**src/rtl/row_fifo_loader.sv**
```systemverilog
// row_fifo_loader: write-side controller for the per-row systolic input FIFOs.
// It accepts a valid/ready stream of ROW-lane vectors and writes each accepted
// vector into all ROW FIFOs on the same registered strobe. After i_len vectors
// have been written, it issues a one-cycle o_trigger that starts the row read
// controller.
module row_fifo_loader #(
  parameter int ROW   = 9,
  parameter int WIDTH = 9,
  parameter int LEN_W = 8
) (
  input  logic                   i_clk,
  input  logic                   i_rst,
  input  logic                   i_start,
  input  logic [LEN_W-1:0]       i_len,
  input  logic                   i_valid,
  input  logic [ROW*WIDTH-1:0]   i_data,
  output logic                   o_ready,
  input  logic [ROW-1:0]         i_fifo_full,
  output logic [ROW*WIDTH-1:0]   o_data,
  output logic [ROW-1:0]         o_write_enable,
  output logic                   o_busy,
  output logic [LEN_W-1:0]       o_count,
  output logic                   o_trigger
);

  typedef enum logic [1:0] {
    IDLE = 2'd0,
    LOAD = 2'd1,
    DONE = 2'd2
  } state_t;

  state_t                 state_r;
  state_t                 next_state_s;

  logic [LEN_W-1:0]       len_r;
  logic [LEN_W-1:0]       count_r;
  logic [ROW*WIDTH-1:0]   data_r;
  logic [ROW-1:0]         we_r;
  logic                   busy_r;
  logic                   trigger_r;

  logic                   ready_s;
  logic                   accept_s;
  logic                   last_s;
  logic                   any_full_s;

  // Handshake decode: one full row stalls every row, and nothing is accepted during reset.
  always_comb begin
    any_full_s = |i_fifo_full;
    ready_s    = 1'b0;
    if (i_rst) begin
      ready_s = 1'b0;
    end else if ((state_r == LOAD) && !any_full_s) begin
      ready_s = 1'b1;
    end else begin
      ready_s = 1'b0;
    end
    accept_s = i_valid & ready_s;
    last_s   = (count_r == (len_r - LEN_W'(1)));
  end

  // Next-state logic. A zero-length tile goes straight to DONE.
  always_comb begin
    next_state_s = state_r;
    case (state_r)
      IDLE: begin
        if (i_start && (i_len != {LEN_W{1'b0}})) begin
          next_state_s = LOAD;
        end else if (i_start) begin
          next_state_s = DONE;
        end else begin
          next_state_s = IDLE;
        end
      end
      LOAD: begin
        if (accept_s && last_s) begin
          next_state_s = DONE;
        end else begin
          next_state_s = LOAD;
        end
      end
      DONE: begin
        next_state_s = IDLE;
      end
      default: begin
        next_state_s = IDLE;
      end
    endcase
  end

  // State register.
  always_ff @(posedge i_clk) begin
    if (i_rst) begin
      state_r <= IDLE;
    end else begin
      state_r <= next_state_s;
    end
  end

  // Tile length and vector counter. Both are latched and cleared only by a start that IDLE accepts.
  always_ff @(posedge i_clk) begin
    if (i_rst) begin
      len_r   <= {LEN_W{1'b0}};
      count_r <= {LEN_W{1'b0}};
    end else if ((state_r == IDLE) && i_start) begin
      len_r   <= i_len;
      count_r <= {LEN_W{1'b0}};
    end else if (accept_s) begin
      count_r <= count_r + LEN_W'(1);
    end
  end

  // FIFO write port. The strobe follows the handshake by one cycle, and the data holds between writes.
  always_ff @(posedge i_clk) begin
    if (i_rst) begin
      data_r <= {(ROW*WIDTH){1'b0}};
      we_r   <= {ROW{1'b0}};
    end else if (accept_s) begin
      data_r <= i_data;
      we_r   <= {ROW{1'b1}};
    end else begin
      we_r   <= {ROW{1'b0}};
    end
  end

  // Status flags are registered from the next state, so they line up with the state register.
  always_ff @(posedge i_clk) begin
    if (i_rst) begin
      busy_r    <= 1'b0;
      trigger_r <= 1'b0;
    end else begin
      busy_r    <= (next_state_s == LOAD) || (next_state_s == DONE);
      trigger_r <= (next_state_s == DONE);
    end
  end

  assign o_ready        = ready_s;
  assign o_data         = data_r;
  assign o_write_enable = we_r;
  assign o_busy         = busy_r;
  assign o_count        = count_r;
  assign o_trigger      = trigger_r;

endmodule

```
**config.mk**
```make
export PLATFORM = sky130hd
export DESIGN_NAME = row_fifo_loader
export DESIGN_NICKNAME = d
export VERILOG_FILES = /design/src/rtl/row_fifo_loader.sv
export SDC_FILE = /design/constraint.sdc
export NUM_CORES = 1
export LEC_CHECK = 0
export ABC_CLOCK_PERIOD_IN_PS = 2200
export CAP_MARGIN = 15
export CORE_UTILIZATION = 41
export CTS_BUF_LIST = sky130_fd_sc_hd__clkbuf_8
export DETAILED_ROUTE_END_ITERATION = 6
export PLACE_DENSITY = 0.83
export SYNTH_ARGS = -nofsm -noshare
export SYNTH_HDL_FRONTEND = slang
export SYNTH_SLANG_ARGS = --single-unit
```
**constraint.sdc**
```tcl
create_clock -name i_clk -period 2.2 [get_ports i_clk]
set_input_delay 0.22 -clock i_clk [delete_from_list [all_inputs] [get_ports i_clk]]
set_output_delay 0.22 -clock i_clk [all_outputs]
set_load 0.05 [all_outputs]
```
==> After elaboration in Yosys (flattened, before gate mapping) <==
Index checks and enable logic that the tools add are counted.
{ "classes": {"reduce_logical": 10, "eq_ne": 4, "n_addsub": 2, "mux": 7, "bitwise_logic": 1} }
{ "ops": {"columns": ["cell", "count"], "rows": [
  ["9-bit two-way mux", 1],
  ["9-bit OR reduction", 1],
  ["8-bit by 1-bit adder with 8-bit output, second input constant", 1],
  ["8-bit equality test", 1],
  ["8-bit nonzero test", 1],
  ["8-bit by 1-bit subtractor with 8-bit output, second input constant", 1],
  ["2-bit two-way mux", 3],
  ["2-bit by 1-bit equality test with 1-bit output, second input constant", 2],
  ["1-bit logical AND", 4],
  ["2-bit one-hot mux with 2 select lines", 1],
  ["2-bit equality test, second input constant", 1],
  ["2-bit logical NOT", 1],
  ["1-bit two-way mux", 2],
  ["2-bit OR reduction", 1],
  ["1-bit AND", 1],
  ["1-bit logical NOT", 1],
  ["1-bit logical OR", 1]
]} }
{ "word_totals": {"elab_cells": 31, "out_inout_bits": 101, "ff_bits": 110, "input_bits": 102} }

==> Logic depth before layout (Yosys ltp) <==
{ "depth": {"ltp_word": 11, "depth_mapped": 9, "ltp_nobuf": 9} }

==> Worst setup path after synthesis <==
OpenSTA, ideal clock, no wires.
{ "synth_path": {"path_kind": "register to register", "startpoint": "register count_r[3] (netlist: o_count[3])", "endpoint": "register busy_r (netlist: o_busy)", "arrival_ns": 1.812, "setup_ns": 0.065, "setup_slack_ns": 0.323, "n_path_buf": 0, "stages_incl_launch_ff": 9, "synth_period_minus_slack_ns": 1.877, "required_time_ns": 2.135, "path_cell_list": "dfxtp_1 -> xor2_1 -> xnor2_1 -> nand3_1 -> nor3_1 -> o2111ai_1 -> nand2_1 -> ha_1 -> nor2_1"} }
{ "synth_between": {"elab_chain_len": 6} }
{ "synth_rtl": {"columns": ["element", "line", "source"], "rows": [
  ["start: declaration", "36", "logic [LEN_W-1:0] count_r;"],
  ["start signal: assignment", "104", "count_r <= {LEN_W{1'b0}};"],
  ["start signal: assignment", "107", "count_r <= {LEN_W{1'b0}};"],
  ["start signal: assignment", "109", "count_r <= count_r + LEN_W'(1);"],
  ["8-bit equality test *", "59", "last_s = (count_r == (len_r - LEN_W'(1)));"],
  ["1-bit logical AND *", "76", "if (accept_s && last_s) begin"],
  ["2-bit two-way mux *", "76", null],
  ["2-bit one-hot mux with 2 select lines *", "65", "case (state_r)"],
  ["net next_state_s[1]", "33", "state_t next_state_s;"],
  ["2-bit by 1-bit equality test with 1-bit output or 2-bit equality test (tied branches)", "132", "busy_r <= (next_state_s == LOAD) || (next_state_s == DONE);"],
  ["1-bit logical OR *", "132", null],
  ["end signal: assignment", "132", null],
  ["end: declaration", "39", "logic busy_r;"]
]} }
The timed path passes the listed nets; every way through them passes the cells marked *.
A chain may end at the register's enable or synchronous reset.

==> Final worst setup path <==
{ "layout_path": {"startpoint": "register len_r[0]", "endpoint": "register trigger_r (netlist: o_trigger)"} }
{ "layout_between": {"elab_chain_len": 6} }
{ "layout_rtl": {"columns": ["element", "line", "source"], "rows": [
  ["start: declaration", "35", "logic [LEN_W-1:0] len_r;"],
  ["start signal: assignment", "103", "len_r <= {LEN_W{1'b0}};"],
  ["start signal: assignment", "106", "len_r <= i_len;"],
  ["8-bit by 1-bit subtractor with 8-bit output", "59", null],
  ["8-bit equality test", "59", null],
  ["1-bit logical AND", "76", null],
  ["2-bit two-way mux", "76", null],
  ["2-bit one-hot mux with 2 select lines", "65", null],
  ["2-bit equality test", "133", "trigger_r <= (next_state_s == DONE);"],
  ["end signal: assignment", "133", null],
  ["end: declaration", "40", "logic trigger_r;"]
]} }
Every way passes these cells.

==> summary.txt <==
Cells and area
  – # diodes: 0
  – Layout area overhead: 58.7%
  – Most frequent cells in the layout: 200 x clkdlybuf4s50_1, 187 x nand2_1, 102 x dfxtp_1
  – Commonest non-fill, non-tap cell in the layout: clkdlybuf4s50_1
  – Share of cells above drive strength 1: 0.0399
  – Post-Layout Inst Area: 6210 µm²
  – Layout net count: 777
  – Fin cells: 806

Job
  – Number of max-cap violations: 0

Timing
  – Final setup margin: 0.234 ns
  – Skew final: 0.0147 ns
  – Hold slack: 0.402 ns
  – Slew @ Worst Pin: 0.954 ns
  – Final Critical Period: 1.97 ns
  – Slew Limit Fails: 0
  – Final Cycle Share: 0.894
  – Achievable Freq: 509 MHz
  – Sum Neg Setup Slack: 0 ns
  – Unrepaired setup endpoints after global routing: no
  – Final hold violations: 0
  – Final setup viols: 0
  – Slew HR: 0.364

Synthesis
  – Net count after synthesis: 596
  – FF+latch count, synth: 102
  – Main flop type after synthesis: dfxtp_1
  – Post-synth top area share: 0.522
  – Synthesized instance count: 491
  – Area leader, netlist: dfxtp_1
  – Number of synthesized flops with an enable pin: 0
  – Ys Warns: 0
  – Ys async rst share: 0
  – Cell area after synthesis: 3910 µm²
  – Sequential share of the synthesized area: 0.522
  – Number of distinct standard cells referenced by the synthesized netlist: 29
  – Area contributors post-synth: dfxtp_1 52%, nand2_1 18%, a21oi_1 12%, buf_4 2.7%, xor2_1 2.5%
  – Mean post-synth cell area: 7.96 µm²

Route
  – Vias: 3874
  – Drt first pass iters: 4
  – DRT iter0 DRCs: 149
  – Residual DRC count: 0
  – Antenna Violating Nets Remaining: 0
  – Routed wire length: 10600 µm
  – Routed WL per cell: 13.2 µm
  – Routed vias/inst: 4.81

Hold path
  – HP Class: primary input to flop
  – Hold_sp: i_data[61]
  – Cells on Worst Hold Path: 3
  – WHS Endpoint: o_data[61]

Global routing
  – Vias in the first global route: 3663
  – GRT overflow: 0
  – Initial antenna violation count: 0
  – First-pass GRT wire length: 17100 µm
  – Total track usage: 0.215
  – Largest net degree at the start of global routing: 95

Place
  – DP HPWL: 7590 µm
  – Buffers added on ports: 202
  – Pre-CTS setup slack: 0.145 ns
  – Post-DP Area: 5980 µm²
  – Final GP Congestion: 0.865
  – Cell total after placement: 790

Worst setup path
  – CP max FO: 5
  – Worst reg-to-reg path cell count: 9
  – R2r setup slk: 0.23 ns
  – Critical Path Start Type: flop
  – Worst Setup Path Type: flop to flop
  – CP required: 2.40 ns
  – FF-to-FF End: o_trigger
  – CP endpoint kind: flop
  – CP arrival: 2.17 ns
  – Reg2reg start: len_r[0]

Die
  – Chip Height: 99.7 µm
  – Starting density of the core: 0.423
  – Die area: 9930 µm²
  – Die width: 99.7 µm
  – Core region area: 9240 µm²
  – Ports: 203
  – Placement row count: 35

Clock network
  – CTS clk-pin slew, worst paths: 0.10 ns
  – CTS resizes: 0
  – Post-CTS Hold Fix Bufs: 0
  – H-Tree Depth: 3
  – Setup bufs post-CTS: 0
  – Clock root cell: clkbuf_8
  – Sink Count: 102
  – Clock buffer depth: 2
  – Skew-Pair Late Insertion Delay: 0.36 ns
  – CTS Buf Count: 9
  – CTS tree: built

Power
  – Leakage power: 2.15 nW
  – Gate power share: 0.089
  – Sw Share: 0.223
  – NetSw: 776 µW
  – Worst vdd ir: 0.340 mV
  – Clock share of power: 0.374
  – Internal power: 2.70 mW
  – Reg power frac: 0.537
  – Power density over cell area: 561 nW/µm²

Outcome
  – Status: finished clean
## Yosys cell counts, types with 3 or more instances
cell and count:
a21oi_1 92, and3_1 3, buf_2 4, buf_4 14, clkbuf_1 19, dfxtp_1 102, ha_1 3, nand2_1 187
nand3_1 3, nand4_1 5, nor2_1 13, nor3_1 3, nor4_1 3, xnor2_1 8, xor2_1 11
## flip-flops by register name, indices dropped and copies added (netlist names)
signal,cells
len_r,8
o_busy,1
o_count,8
o_data,81
o_trigger,1
o_write_enable,1
state_r,2
## critical path, cell delays in order, from the launching register on
cell       delay [ns]
dfxtp_1          0.36
inv_1            0.07
ha_1             0.25
nand2b_1         0.16
o211ai_1         0.11
o211a_1          0.17
o211a_1          0.22
o2bb2ai_1        0.13
ha_1             0.20
nor2b_1          0.12
## routing by layer
| layer | wire, µm | GRT usage |
|---|---|---|
| met1 | 4340 | 0.244 |
| met5 | 0 | 0 |
| met2 | 5070 | 0.364 |
| met3 | 1020 | 0.0857 |
| met4 | 176 | 0.0769 |
## how the worst max path moves through the flow
stage,start,depth (start not counted),slack [ns],endpoint
floorplan,o_count[3],8,0.32,o_busy
global placement,i_fifo_full[0],7,0.17,o_busy
detailed placement,i_fifo_full[0],7,0.14,o_busy
CTS,len_r[0],9,0.23,o_busy
global route,len_r[0],9,0.05,o_busy
finish,len_r[0],9,0.23,o_trigger
## cell families (layout without fill, tap and decap cells)
kind of cell / after synthesis / after routing / synth area share
xor gates and xnor gates: 19 / 19 / 0.0426
AOI/OAI and AO/OA: 97 / 97 / 0.129
adders and majority gates: 3 / 3 / 0.00960
buffers and inverters: 41 / 227 / 0.0544
and+or+nand+nor: 229 / 229 / 0.242
DFF: 102 / 102 / 0.522
## power by group through the flow
| stage | clock [mW] | combinational [mW] | sequential (mW) |
|---|---|---|---|
| CTS | 1.33 | 0.312 | 1.87 |
| global route | 1.43 | 0.335 | 1.87 |
| global placement | 0 | 0.305 | 1.91 |
| floorplan | 0 | 0.101 | 1.91 |
| detailed placement | 0 | 0.309 | 1.91 |
| finish | 1.30 | 0.310 | 1.87 |
## cell type report
class	count	area [µm²]
fill	721	3030
timing repair buffer	209	2120
sequential	102	2040
multi-input combinational	348	1660
tap	129	161
clock buffer	9	124
clock inverter	7	97.6
inverter	2	7.51
## stage by stage
stage / util / total power, mW
floorplan: - / 2.02
global placement: 0.648 / 2.22
detailed placement: 0.648 / 2.22
CTS: 0.672 / 3.52
global route: 0.672 / 3.64
finish: 0.672 / 3.48
(Power assumes the default switching activity.)
